[config.mk]
export PLATFORM = sky130hd
export DESIGN_NAME = dds_step_controller
export DESIGN_NICKNAME = d
export VERILOG_FILES = /design/src/rtl/dds_step_controller.sv
export SDC_FILE = /design/constraint.sdc
export NUM_CORES = 1
export LEC_CHECK = 0
export ABC_CLOCK_PERIOD_IN_PS = 12700
export CAP_MARGIN = 15
export CORE_UTILIZATION = 25
export CTS_BUF_LIST = sky130_fd_sc_hd__clkbuf_4
export DETAILED_ROUTE_END_ITERATION = 7
export PLACE_DENSITY = 0.51
export SLEW_MARGIN = 20
export SYNTH_ARGS = -nofsm -noshare
export SYNTH_HDL_FRONTEND = slang
export SYNTH_SLANG_ARGS = --single-unit
[constraint.sdc]
create_clock -name clk -period 12.7 [get_ports clk]
set_input_delay 3.175 -clock clk [delete_from_list [all_inputs] [get_ports clk]]
set_output_delay 3.175 -clock clk [all_outputs]
set_load 0.02 [all_outputs]
[src/rtl/dds_step_controller.sv]
// Phase-step controller for a DDS: six active-low buttons (coarse/medium/fine, add/sub)
// are synchronised, debounced and auto-repeated into a saturating step word.
module dds_step_controller #(
    parameter int unsigned WIDTH      = 23,
    parameter int unsigned STEP_MIN   = 10000,
    parameter int unsigned STEP_MAX   = 2000000,
    parameter int unsigned STEP_INIT  = 10000,
    parameter int unsigned INC_COARSE = 10000,
    parameter int unsigned INC_MEDIUM = 1000,
    parameter int unsigned INC_FINE   = 1,
    parameter int unsigned DEB_CYCLES = 500000,
    parameter int unsigned RPT_DELAY  = 25000000,
    parameter int unsigned RPT_PERIOD = 5000000
) (
    input  logic             clk,
    input  logic             reset,
    input  logic             btn_add_n,
    input  logic             btn_sub_n,
    input  logic             btn_madd_n,
    input  logic             btn_msub_n,
    input  logic             btn_fadd_n,
    input  logic             btn_fsub_n,
    output logic [WIDTH-1:0] step,
    output logic             step_chg,
    output logic             at_min,
    output logic             at_max
);

    localparam int unsigned NBTN    = 6;
    localparam int unsigned DEB_W   = (DEB_CYCLES > 2) ? $clog2(DEB_CYCLES) : 1;
    localparam int unsigned RPT_MAX = (RPT_DELAY > RPT_PERIOD) ? RPT_DELAY : RPT_PERIOD;
    localparam int unsigned RPT_W   = (RPT_MAX > 2) ? $clog2(RPT_MAX) : 1;

    localparam logic [DEB_W-1:0] DEB_LAST    = DEB_W'(DEB_CYCLES - 1);
    localparam logic [RPT_W-1:0] DELAY_LAST  = RPT_W'(RPT_DELAY - 1);
    localparam logic [RPT_W-1:0] PERIOD_LAST = RPT_W'(RPT_PERIOD - 1);

    localparam logic [WIDTH:0]   MIN_W    = (WIDTH+1)'(STEP_MIN);
    localparam logic [WIDTH:0]   MAX_W    = (WIDTH+1)'(STEP_MAX);
    localparam logic [WIDTH:0]   INC_C    = (WIDTH+1)'(INC_COARSE);
    localparam logic [WIDTH:0]   INC_M    = (WIDTH+1)'(INC_MEDIUM);
    localparam logic [WIDTH:0]   INC_F    = (WIDTH+1)'(INC_FINE);
    localparam logic [WIDTH-1:0] MIN_S    = WIDTH'(STEP_MIN);
    localparam logic [WIDTH-1:0] MAX_S    = WIDTH'(STEP_MAX);
    localparam logic [WIDTH-1:0] INIT_S   = WIDTH'(STEP_INIT);

    typedef enum logic [1:0] {S_IDLE, S_PRESS, S_HOLD, S_REPEAT} state_e;

    logic [NBTN-1:0]  btn_n;
    logic [NBTN-1:0]  sync1_q, sync2_q;
    logic [NBTN-1:0]  deb_q, deb_d;
    logic [DEB_W-1:0] deb_cnt_q [NBTN];
    logic [DEB_W-1:0] deb_cnt_d [NBTN];
    state_e           state_q   [NBTN];
    state_e           state_d   [NBTN];
    logic [RPT_W-1:0] rpt_cnt_q [NBTN];
    logic [RPT_W-1:0] rpt_cnt_d [NBTN];
    logic [NBTN-1:0]  req;

    logic [WIDTH-1:0] step_q, step_d;
    logic             step_chg_q, step_chg_d;
    logic             at_min_q, at_min_d;
    logic             at_max_q, at_max_d;
    logic             do_add, do_sub;
    logic [WIDTH:0]   inc, wide, sum;

    // Bit order: coarse add/sub, medium add/sub, fine add/sub; pairs map to priority groups.
    assign btn_n = {btn_fsub_n, btn_fadd_n, btn_msub_n, btn_madd_n, btn_sub_n, btn_add_n};

    always_comb begin
        for (int unsigned i = 0; i < NBTN; i++) begin
            deb_d[i]     = deb_q[i];
            deb_cnt_d[i] = '0;
            state_d[i]   = state_q[i];
            rpt_cnt_d[i] = rpt_cnt_q[i];
            req[i]       = 1'b0;

            // Counter runs only while the synced level disagrees with the accepted one,
            // so any bounce back to the accepted level restarts the window.
            if (sync2_q[i] != deb_q[i]) begin
                if (deb_cnt_q[i] == DEB_LAST) deb_d[i] = sync2_q[i];
                else deb_cnt_d[i] = deb_cnt_q[i] + DEB_W'(1);
            end

            case (state_q[i])
                S_IDLE: if (!deb_q[i]) state_d[i] = S_PRESS;
                S_PRESS: begin
                    req[i]       = 1'b1;
                    rpt_cnt_d[i] = '0;
                    state_d[i]   = deb_q[i] ? S_IDLE : S_HOLD;
                end
                S_HOLD: begin
                    if (deb_q[i]) state_d[i] = S_IDLE;
                    else if (rpt_cnt_q[i] == DELAY_LAST) begin
                        req[i]       = 1'b1;
                        rpt_cnt_d[i] = '0;
                        state_d[i]   = S_REPEAT;
                    end else rpt_cnt_d[i] = rpt_cnt_q[i] + RPT_W'(1);
                end
                S_REPEAT: begin
                    if (deb_q[i]) state_d[i] = S_IDLE;
                    else if (rpt_cnt_q[i] == PERIOD_LAST) begin
                        req[i]       = 1'b1;
                        rpt_cnt_d[i] = '0;
                    end else rpt_cnt_d[i] = rpt_cnt_q[i] + RPT_W'(1);
                end
                default: state_d[i] = S_IDLE;
            endcase
        end
    end

    always_comb begin
        do_add = 1'b0;
        do_sub = 1'b0;
        inc    = '0;
        if (req[1:0] != 2'b00) begin
            do_add = req[0]; do_sub = req[1]; inc = INC_C;
        end else if (req[3:2] != 2'b00) begin
            do_add = req[2]; do_sub = req[3]; inc = INC_M;
        end else if (req[5:4] != 2'b00) begin
            do_add = req[4]; do_sub = req[5]; inc = INC_F;
        end

        wide   = {1'b0, step_q};
        sum    = wide + inc;
        step_d = step_q;
        if (do_add && !do_sub) step_d = (sum > MAX_W) ? MAX_S : WIDTH'(sum);
        else if (do_sub && !do_add) step_d = (wide < MIN_W + inc) ? MIN_S : WIDTH'(wide - inc);

        step_chg_d = (step_d != step_q);
        at_min_d   = (step_d == MIN_S);
        at_max_d   = (step_d == MAX_S);
    end

    always_ff @(posedge clk or posedge reset) begin
        if (reset) begin
            sync1_q    <= '1;
            sync2_q    <= '1;
            deb_q      <= '1;
            for (int unsigned i = 0; i < NBTN; i++) begin
                deb_cnt_q[i] <= '0;
                state_q[i]   <= S_IDLE;
                rpt_cnt_q[i] <= '0;
            end
            step_q     <= INIT_S;
            step_chg_q <= 1'b0;
            at_min_q   <= (INIT_S == MIN_S);
            at_max_q   <= (INIT_S == MAX_S);
        end else begin
            sync1_q    <= btn_n;
            sync2_q    <= sync1_q;
            deb_q      <= deb_d;
            for (int unsigned i = 0; i < NBTN; i++) begin
                deb_cnt_q[i] <= deb_cnt_d[i];
                state_q[i]   <= state_d[i];
                rpt_cnt_q[i] <= rpt_cnt_d[i];
            end
            step_q     <= step_d;
            step_chg_q <= step_chg_d;
            at_min_q   <= at_min_d;
            at_max_q   <= at_max_d;
        end
    end

    assign step     = step_q;
    assign step_chg = step_chg_q;
    assign at_min   = at_min_q;
    assign at_max   = at_max_q;

endmodule

* Yosys cells after proc, flatten, opt, wreduce, memory -nomap -nowiden
Cells that the tools add are included.
** Word-level totals
- Input port bits :: 8
- Output and inout port bits :: 26
- Flip-flop bits (word level) :: 320
** Operators by class
- Add/subtract/negate cells :: 15
- $lt $le $gt $ge :: 2
- Reductions and logical operators :: 37
- Eq/ne operators :: 75
- Multiplexer cells :: 121
** Operator list (count)
- two-way mux 25 bit :: 24
- one-hot mux 25 bit (3 select lines) :: 6
- two-way mux 19 bit :: 12
- adder 25 x 1 -> 25 bit (second input constant) :: 6
- equality test 25 x 23 -> 1 bit (second input constant) :: 6
- equality test 25 bit (second input constant) :: 6
- adder 19 x 1 -> 19 bit (second input constant) :: 6
- equality test 19 bit (second input constant) :: 6
- two-way mux 23 bit :: 4
- two-way mux 2 bit :: 30
- != test 2 bit (second input constant) :: 24
- one-hot mux 2 bit (4 select lines) :: 6
- AND reduction 3 bit :: 12
- two-way mux 1 bit :: 31
- adder 14 x 24 -> 24 bit (first input constant) :: 1
- adder 23 x 24 -> 24 bit :: 1
- equality test 2 bit (second input constant) :: 12
- > comparator 24 x 21 -> 1 bit (second input constant) :: 1
- < comparator 23 x 24 -> 1 bit :: 1
- equality test 23 x 14 -> 1 bit (second input constant) :: 1
- equality test 23 x 21 -> 1 bit (second input constant) :: 1
- != test 23 bit :: 1
- subtractor 23 bit :: 1
- != test 3 bit (second input constant) :: 6
- 11 further kinds :: 45

* Depth between registers and ports, before layout
Gate-level depths: netlist of run 1.
- Depth after elaboration :: 14
- Mapped depth :: 24
- Gate-level depth less buffers :: 22

* Least setup slack after synthesis of run 1
Ideal clock, no wire load.
- Path kind :: register to register
- Start :: register rpt_cnt_q[112] (netlist bit)
- End :: register at_max_q, in the netlist at_max
- Data required time :: 12605 ps
- Cell stages (with the launch flop) :: 22
- Library setup time :: 95 ps
- Path slack :: 6234 ps
- Arrival :: 6371 ps
- Path buffers :: 1
- Cells stage by stage :: dfrtp_1 > nand4_1 > or4_1 > o31a_1 > o31ai_1 > clkbuf_1 > nor2_1 > o21ai_0 > inv_1 > ha_1 > a21o_1 > a221o_1 > a311oi_4 > o21ai_1 > xnor2_1 > or3_1 > o2bb2ai_1 > o221a_2 > or3b_1 > or4_1 > or4_1 > nor4b_2
** Between the ends
- Word-level cells in the longest chain between the ends :: 12
- Elaborated cells between the ends (all ways) :: 25
- Classes of those cells :: 3 x add/sub; 2 x order compare; 3 x eq/ne; 12 x mux; 5 x reduce/logical
** RTL lines
- from (decl) :: RTL line 56 : logic [RPT_W-1:0] rpt_cnt_q [NBTN];
- from (signal, indexed assignment) :: RTL line 156 : rpt_cnt_q[i] <= rpt_cnt_d[i];
- equality test 25 x 23 -> 1 bit / equality test 25 bit (equally long branches) :: RTL line 102, 94
- two-way mux 1 bit, on equally long branches :: RTL line 102, 94
- two-way mux 1 bit, on equally long branches :: RTL line 101, 93
- one-hot mux 1 bit (3 select lines) * :: RTL line 85 : case (state_q[i])
- nonzero test 2 bit :: RTL line 116 : if (req[1:0] != 2'b00) begin
- two-way mux 14 bit :: RTL line 116
- adder 14 x 24 -> 24 bit :: RTL line 128 : else if (do_sub && !do_add) step_d = (wide < MIN_W + inc) ? MIN_S : WIDTH'(wide - inc);
- < comparator 23 x 24 -> 1 bit :: RTL line 128
- two-way mux 23 bit (2 in a row) :: RTL line 128
- two-way mux 23 bit * :: RTL line 127 : if (do_add && !do_sub) step_d = (sum > MAX_W) ? MAX_S : WIDTH'(sum);
- via step_d[3] :: RTL line 60 : logic [WIDTH-1:0] step_q, step_d;
- equality test 23 x 21 -> 1 bit * :: RTL line 132 : at_max_d = (step_d == MAX_S);
- via at_max_d :: RTL line 63 : logic at_max_q, at_max_d;
- to (signal assigned) :: RTL line 148 : at_max_q <= (INIT_S == MAX_S);
- to (signal assigned) :: RTL line 161 : at_max_q <= at_max_d;
- to (decl) :: RTL line 63
The timed path passes the listed nets; every way through them passes the cells marked *.
A chain may end at the register's enable or synchronous reset.

* Worst setup path after layout of run 1
- Start :: register rpt_cnt_q[141] (netlist bit)
- End :: register at_max_q, in the netlist at_max
Same word-level chain as after synthesis.

==> metrics, run 1 <==
sequential area share after synthesis=0.429; PortBufs=33; number of placement rows=100; MaxCap Viol Count=0; HP Start=sync1_q[2]$_DFF_PP1_; CTS tree=built; nets@finish=2271; H-tree depth=3; critical path class=reg2reg; RSZ-0062 raised after global routing=false; Ports=34; Max Freq=about 120 MHz; Post-CTS Setup Inserts=0; FFs w/ async S/R, synth=1.00; vias in the first global route=16000; worst r2r dst=at_max$_DFF_PP0_; Min-Delay Path Depth=0; pwr/cell area=96.5 nW/um^2; Yosys reg bits=320; Slowest cell on crit path=a311oi_1; layout overhead on the synthesized area=14.0%; placed cells=roughly 3100; critical path buffer and inverter count=0; crit path capture type=flop; GPL Wtd Cong=0.921; detailed-route via count=16400; drt pass-1 iters=5; max_slew headroom=0.256; nature of the critical path startpoint=flop; worst hold path class=reg2reg; final slew viol count=0; Post-Route Setup TNS=0 ps; die width=between 200 and 300 microns; first-pass GRT wire length=85100 microns; Cell Area, Synth=18800 sq um; total gr overflow=0; Post-DRT Antenna Nets=0; EDFF count, synth=0; core box area=~74000 sq um; CP peak stage delay=a little over 700 ps; Crit Path Max Fanout=21; DRC Markers=0; Clock Root Buffer=clkbuf_4; antenna violations before repair=2; die area=between 70000 and 80000 sq um; drt wl/cell=between 15 and 20 microns; Hold Path Sink=sync2_q[2]$_DFF_PP1_; clk_lat worst skew=860 ps; Cell Count, Final, Fillers Out=approximately 3300; Setup Skew=70.0 ps; Final Util=0.288; min Tclk post-route=8270 ps; cts bufs inserted=90; crit-path cells=or4_1 > or4_1 > nor4_1 > a211o_1 > nor2_1 > o21ai_0 > ha_1 > nor3_1 > o211ai_1 > a311oi_1 > o211ai_1 > xor2_1 > a2111oi_4 > nand2_1 > a41o_1 > or3b_1 > or4_1 > or4_1 > nor4b_2; Die Ht=276 microns; final worst-path cycle share=0.651; Syn Inst Count=between 2000 and 2500; CP dominant cell by count=or4_1; syn_nets=2203; Detailed Route WL=51900 microns; worst-margin pin slew=about 1100 ps; final setup vio count=0; CTS resizes=0; Initial Util=0.252; initial DRC count=1243; Synth Flop Type=dfrtp_1; TritonCTS Sinks=320; clk slew on worst S/H paths=~70 ps; Worst IR Drop VDD=~0.07 mV; Data arrival, critical path=about 9000 ps; r2r setup slk=between 4000 and 5000 ps; global-route usage over all layers=0.138; Tot Pwr=2060 uW; critical path's top delay family=simple AND/OR/NAND/NOR gates; leakage=between 0.008 and 0.009 uW; post-synthesis cell type count=95; Synth Warn #=0; dpl hpwl=35800 microns; syn avg cell area=~8.7 sq um; CTS Hold Buffers Added=0; worst r2r path cells=19; Avg Vias per Cell=5.03; Req. time, crit path=approximately 13000 ps; outcome=finished, final reports clean; R2R Path Start=rpt_cnt_q[141]$_DFFE_PP0P_; final hold violation count=0; largest net degree at the start of global routing=122; layout cells sized above 1=0.110; Bufs on Longest Clock Path=3
## how the worst max path moves through the flow
stage	cells past startpoint	slack [ps]	start	end
after CTS	19	4530	rpt_cnt_q[149]$_DFFE_PP0P_	at_max$_DFF_PP0_
after global routing	19	4050	rpt_cnt_q[149]$_DFFE_PP0P_	at_max$_DFF_PP0_
after floorplan	1	710	reset	at_max$_DFF_PP0_
final	19	4430	rpt_cnt_q[141]$_DFFE_PP0P_	at_max$_DFF_PP0_
after detailed placement	19	4540	rpt_cnt_q[149]$_DFFE_PP0P_	at_max$_DFF_PP0_
after global placement	19	4500	rpt_cnt_q[149]$_DFFE_PP0P_	at_max$_DFF_PP0_
## area by class of cell
class / instances / area [sq um]
clock inverter: 25 / 131
fill: 7853 / 53000
multi-input combinational: 1699 / 10200
antenna: 6 / 15.0
sequential: 320 / 8040
tap: 969 / 1210
inverter: 53 / 206
timing repair buffer: 55 / 495
clock buffer: 140 / 1050
## per-layer routing
layer	routed length [microns]	vias to the layer above	share of wire	GRT usage
met2	23200	465	0.45	0.211
met5	0	-	0	0
li1	-	7931	-	-
met3	2880	123	0.056	0.0315
met1	24200	7901	0.47	0.187
met4	1710	0	0.033	0.0531
## sequential cells by signal, summed over array words and instances, names as in the netlist
name / cells
at_min: 1
state_q: 12
deb_cnt_q: 114
rpt_cnt_q: 150
step: 23
step_chg: 1
deb_q: 6
at_max: 1
sync1_q: 6
sync2_q: 6
## metrics by stage
| step | hold WS (ps) | area [sq um] | setup WS [ps] |
|---|---|---|---|
| 5_1_grt | 360 | 21400 | 4050 |
| 3_3_place_gp | 346 | 20200 | 4500 |
| 6_report | 349 | 21400 | 4430 |
| 2_1_floorplan | 345 | 18800 | 708 |
| 4_1_cts | 344 | 21300 | 4530 |
| 3_5_place_dp | 347 | 20200 | 4540 |
## kinds of logic (layout without fill, tap and decap cells)
family | after synthesis | count (layout) | synth area share
mux | 13 | 13 | 0.00727
simple gates | 998 | 998 | 0.267
xor+xnor | 151 | 151 | 0.0705
flops | 320 | 320 | 0.429
buf+inv | 132 | 273 | 0.0274
fa+ha+maj | 44 | 44 | 0.0294
compound gates | 493 | 493 | 0.170
other cells | 0 | 6 | 0
## synthesized netlist by cell type, types with 16 or more instances
library cell  number  share of area
a21oi_1           62          0.017
a22o_1            17         0.0079
a31oi_1           22         0.0073
and3_1            97          0.032
clkbuf_1          63          0.013
dfrtp_1          296           0.40
dfstp_2           24          0.034
ha_1              44          0.029
inv_1             52          0.010
nand2_1          208          0.042
nand2b_1          41          0.014
nand3_1           98          0.026
nand4_1           37          0.012
nor2_1           309          0.062
nor2b_1           22         0.0073
nor3_1            37         0.0099
nor4_1            16         0.0053
nor4b_1           16         0.0075
o21ai_0          218          0.058
o31ai_1           30          0.012
or2_2             18         0.0060
or3_1             24         0.0080
xnor2_1           64          0.030
xor2_1            87          0.041
## power breakdown
group / internal [uW] / switching [uW] / total [uW]
logic: 8.12 / 30.4 / 38.5
registers: 1030 / 5.79 / 1030
clock network: 520 / 470 / 990
## layout by cell type (no fill, tap or decap), types with 29 or more instances in the layout
master,instances
a21oi_1,62
clkdlybuf4s50_1,33
xor2_1,87
xnor2_1,64
dfrtp_1,296
nand3_1,98
nor2_1,309
nand2_1,208
o31ai_1,29
clkbuf_4,141
inv_1,51
nand2b_1,41
o21ai_0,216
nand4_1,37
and3_1,97
ha_1,44
nor3_1,37
Power figures use the tool's default switching activity.
==> inputs of run 2 (changes only) <==
--- a/config.mk
+++ b/config.mk
@@ -5,7 +5,7 @@
 export SDC_FILE = /design/constraint.sdc
 export NUM_CORES = 1
 export LEC_CHECK = 0
-export ABC_CLOCK_PERIOD_IN_PS = 12700
+export ABC_CLOCK_PERIOD_IN_PS = 6950
 export CAP_MARGIN = 15
 export CORE_UTILIZATION = 25
 export CTS_BUF_LIST = sky130_fd_sc_hd__clkbuf_4
==> constraint.sdc (replaced) <==
create_clock -name clk -period 6.95 [get_ports clk]
set_input_delay 1.7375 -clock clk [delete_from_list [all_inputs] [get_ports clk]]
set_output_delay 1.7375 -clock clk [all_outputs]
set_load 0.02 [all_outputs]
==> metrics, run 2 (synthesis gave the netlist of run 1 again) <==
outcome=finished, final reports clean; die width=approximately 280 microns; final worst-path cycle share=0.961; clk_lat worst skew=840 ps; worst-margin pin slew=958 ps; drt wl/cell=between 15 and 20 microns; M2 GR Usage=0.217; Crit Path Max Fanout=9; core box area=74300 sq um; worst hold path class=reg2reg; Data arrival, critical path=about 7400 ps; Largest Register=rpt_cnt_q; initial DRC count=1396; critical path buffer and inverter count=2; antenna violations before repair=1; Setup Skew=63.8 ps; final setup vio count=0; area taken by flip-flops and latches=8040 sq um; TritonCTS Sinks=320; layout cells sized above 1=0.133; nature of the critical path startpoint=flop; CTS Hold Buffers Added=0; first-pass GRT wire length=approximately 85000 microns; crit path capture type=flop; Worst IR Drop VDD=0.0847 mV; clk slew on worst S/H paths=60 ps; final slew viol count=0; die area=between 70000 and 80000 sq um; Filler Cell Count=just under 8000; number of flip-flops in the largest register=150; layout overhead on the synthesized area=16.4%; dpl hpwl=36600 microns; Req. time, crit path=7660 ps; cts bufs inserted=93; CTS tree=built; GPL Wtd Cong=0.970; met3 GRT Util=0.0305; Avg Vias per Cell=5.06; pwr/cell area=175 nW/um^2; final hold violation count=0; Die Ht=~280 microns; min Tclk post-route=6680 ps; total gr overflow=0; RSZ-0062 raised after global routing=false; number of placement rows=100; Max Freq=150 MHz; crit-path cells=ha_1 > nand3_1 > or2_2 > or4_4 > o31ai_2 > o21ai_2 > ha_2 > and3b_1 > o211ai_1 > a311oi_2 > buf_4 > o211ai_1 > buf_4 > xor2_2 > a2111oi_4 > a211oi_2 > a221oi_2 > or3b_4 > or4_1 > or4_1 > nor4b_2; busiest grt layer=met2; global-route usage over all layers=0.138; critical path class=reg2reg; PortBufs=33; max_slew headroom=0.358; worst slack at placement=-71.8 ps; DRC Markers=0; most common cell after layout, fill and taps aside=nor2_1; critical path's top delay family=simple AND/OR/NAND/NOR gates; multi-input logic area=10300 sq um; Post-DRT Antenna Nets=0; detailed-route via count=around 17000; Slowest cell on crit path=or4_4; nets@finish=about 2300; vias in the first global route=between 15000 and 20000; met1 Use GR=0.184; Final WS setup=between 200 and 300 ps; Ports=34; Initial Util=0.252; leakage=a little over 0.009 uW; Clock Root Buffer=clkbuf_4; Bufs on Longest Clock Path=3; most frequent cells in the layout=nor2_1, dfrtp_1, o21ai_0; MaxCap Viol Count=0; Cell Count, Final, Fillers Out=around 3300; drt pass-1 iters=6; Post-Route Setup TNS=0 ps; Detailed Route WL=52800 microns; placed cells=between 3000 and 4000; CP peak stage delay=540 ps; largest net degree at the start of global routing=between 100 and 150; Final Util=0.294; H-tree depth=3
run 2: cell count changes in the layout (fill, tap and decap cells not counted), moves of 2 or more:
cell,before,now
diode_2,6,3
ha_1,44,41
clkbuf_4,141,138
nor4_2,2,4
o21ai_0,216,214
clkinv_1,18,24
inv_1,51,49
clkinv_2,3,6
buf_4,21,63
ha_2,0,3
nor4_1,16,13
run 2: per-stage QoR:
stage | total power [uW] | area, sq um | hold slack (ps)
final | 3810 | 21800 | 346
after global routing | 4010 | 21800 | 347
after CTS | 3910 | 21700 | 343
after detailed placement | 2000 | 20500 | 350
after global placement | 2000 | 20500 | 348
after floorplan | 1970 | 18800 | 345
run 2: worst paths after layout:
path,startpoint,end,slack (ps),cells past startpoint
setup / recovery,rpt_cnt_q[50]$_DFFE_PP0P_,at_max$_DFF_PP0_,270,21
max in group asynchronous,reset,rpt_cnt_q[90]$_DFFE_PP0P_,4120,3
hold reg to reg,sync1_q[2]$_DFF_PP1_,sync2_q[2]$_DFF_PP1_,350,0
min in group asynchronous,reset,deb_cnt_q[56]$_DFF_PP0_,1450,2
hold / removal,sync1_q[2]$_DFF_PP1_,sync2_q[2]$_DFF_PP1_,350,0
setup reg to reg,rpt_cnt_q[50]$_DFFE_PP0P_,at_max$_DFF_PP0_,270,21
run 2: area by class of cell:
cell class                 instances  share of cell area
antenna                            3            0.000344
multi-input combinational       1699               0.472
sequential                       320               0.368
clock buffer                     137              0.0471
clock inverter                    35             0.00923
timing repair buffer              98              0.0381
inverter                          53             0.00946
tap                              969              0.0556
run 2: timing repair:
item	4_1_cts	5_1_grt
setup endpoints to repair	2	3
gates resized for setup	2	20
pin swaps	0	10
setup buffers	0	4
endpoints found under the hold margin	0	0
run 2: power by group:
part	leakage (uW)	switching, uW	internal, uW	total (uW)
Sequential	0.00420	10.5	1880	1890
Combinational	0.00416	55.1	15.8	70.9
Clock	0.000733	868	982	1850
Total	0.00909	933	2880	3810
run 2: layer usage:
| layer | vias up | wire (microns) |
|---|---|---|
| met5 | - | 0 |
| met4 | 0 | 1620 |
| met3 | 128 | 2670 |
| met1 | 8155 | 24600 |
| li1 | 8020 | - |
| met2 | 450 | 23900 |
==> inputs of run 3 (changes only) <==
--- a/config.mk
+++ b/config.mk
@@ -5,11 +5,11 @@
 export SDC_FILE = /design/constraint.sdc
 export NUM_CORES = 1
 export LEC_CHECK = 0
-export ABC_CLOCK_PERIOD_IN_PS = 6950
-export CAP_MARGIN = 15
+export CAP_MARGIN = 20
 export CORE_UTILIZATION = 25
 export CTS_BUF_LIST = sky130_fd_sc_hd__clkbuf_4
 export DETAILED_ROUTE_END_ITERATION = 7
+export GPL_ROUTABILITY_DRIVEN = 0
 export PLACE_DENSITY = 0.51
 export SLEW_MARGIN = 20
 export SYNTH_ARGS = -nofsm -noshare
==> metrics, run 3 (synthesis gave the netlist of run 1 again) <==
core box area=74300 sq um; layout overhead on the synthesized area=15.5%; Ports=34; cts bufs inserted=91; clk slew on worst S/H paths=70 ps; outcome=finished, final reports clean; critical path buffer and inverter count=2; final worst-path cycle share=0.957; number of flip-flops in the largest register=150; PortBufs=33; clk_lat worst skew=820 ps; CTS Hold Buffers Added=0; Req. time, crit path=7670 ps; placed cells=3125; worst-margin pin slew=972 ps; detailed-route via count=16700; critical path's top delay family=simple AND/OR/NAND/NOR gates; Slowest cell on crit path=or4bb_1; final slew viol count=0; Crit Path Max Fanout=7; crit path capture type=flop; nature of the critical path startpoint=flop; Largest Register=rpt_cnt_q; die width=276 microns; layout cells sized above 1=0.125; first-pass GRT wire length=about 84000 microns; critical path class=reg2reg; pwr/cell area=~170 nW/um^2; CP peak stage delay=~550 ps; Bufs on Longest Clock Path=3; Filler Cell Count=between 7000 and 8000; Avg Vias per Cell=5.05; most frequent cells in the layout=nor2_1, dfrtp_1, o21ai_0; Die Ht=~280 microns; global-route usage over all layers=0.134; Cell Count, Final, Fillers Out=3299; Worst IR Drop VDD=0.0822 mV; largest net degree at the start of global routing=120; DRC Markers=0; H-tree depth=3; Max Freq=150 MHz; crit-path cells=or4bb_1 > nor4_1 > o211ai_1 > and2_1 > a21oi_1 > ha_1 > ha_1 > and3b_1 > o211ai_1 > a311oi_2 > o211ai_1 > buf_4 > xor2_2 > a2111oi_4 > a211oi_2 > buf_4 > a22o_1 > mux2_2 > or4_1 > or4_1 > nor4b_2; final setup vio count=0; vias in the first global route=~16000; Initial Util=0.252; dpl hpwl=~35000 microns; Hold WS=between 300 and 400 ps; Finished Cell Area=21700 sq um; CP dominant cell by count=o211ai_1; antenna violations before repair=1; total gr overflow=0; drt pass-1 iters=6; Area after DPL=20400 sq um; Setup Skew=46.3 ps; Clock Root Buffer=clkbuf_4; Data arrival, critical path=~7400 ps; TritonCTS Sinks=320; leakage=0.00901 uW; Post-DRT Antenna Nets=0; drt wl/cell=approximately 15 microns; worst hold path class=reg2reg; Post-Route Setup TNS=0 ps; MaxCap Viol Count=0; CTS tree=built; most common cell after layout, fill and taps aside=nor2_1; Detailed Route WL=50800 microns; initial DRC count=1516; max_slew headroom=0.348; die area=76100 sq um; final hold violation count=0; min Tclk post-route=6650 ps; Final Util=0.291; number of placement rows=100; nets@finish=2304
## run 3: changes by cell type in the layout (fill, tap and decap cells not counted), sizes merged
| cell | previous run | this run |
|---|---|---|
| bufinv | 2 | 0 |
| inv | 53 | 56 |
| buf | 64 | 53 |
| clkbuf | 138 | 136 |
| diode | 3 | 1 |
| clkinv | 31 | 30 |
## run 3: final cells by class
type	instances	area, sq um	share of cell area
Sequential cell	320	8040	0.371
Multi-Input combinational cell	1699	10300	0.475
Antenna cell	1	2.50	0.000116
Tap cell	969	1210	0.0560
Inverter	53	203	0.00936
Clock inverter	35	148	0.00682
Clock buffer	135	1010	0.0468
Timing Repair Buffer	87	761	0.0351
## run 3: path summary, 6_finish.rpt
kind | end | start | slack [ps] | cells past startpoint
max | at_max$_DFF_PP0_ | rpt_cnt_q[42]$_DFFE_PP0P_ | 300 | 21
min | sync2_q[2]$_DFF_PP1_ | sync1_q[2]$_DFF_PP1_ | 360 | 0
max reg2reg | at_max$_DFF_PP0_ | rpt_cnt_q[42]$_DFFE_PP0P_ | 300 | 21
min reg2reg | sync2_q[2]$_DFF_PP1_ | sync1_q[2]$_DFF_PP1_ | 360 | 0
max in group asynchronous | rpt_cnt_q[83]$_DFFE_PP0P_ | reset | 4550 | 3
min in group asynchronous | deb_cnt_q[91]$_DFF_PP0_ | reset | 1350 | 2
## run 3: per-layer routing
layer  GRT usage  part of all wire  vias to the layer above
met1       0.179              0.46                     7974
li1            -                 -                     7984
met5           0                 0                        -
met2       0.205              0.44                      538
met4      0.0654             0.044                        0
met3      0.0282             0.058                      174
## run 3: what timing repair did
item	CTS	global route
buffers inserted	0	2
endpoints found under the setup margin	2	3
pin swaps	0	6
gates resized for setup	1	13
## run 3: per-stage QoR
step,setup WS (ps),power [uW]
3_3_place_gp,148,2000
6_report,299,3710
5_1_grt,-45.7,3920
2_1_floorplan,484,1970
3_5_place_dp,25.2,2000
4_1_cts,75.7,3810
## run 3: power breakdown
| part | switching (uW) | internal [uW] | total [uW] |
|---|---|---|---|
| sequential | 10.4 | 1880 | 1890 |
| clock | 857 | 895 | 1750 |
| combinational | 55.3 | 16.8 | 72.1 |
| total | 922 | 2790 | 3710 |
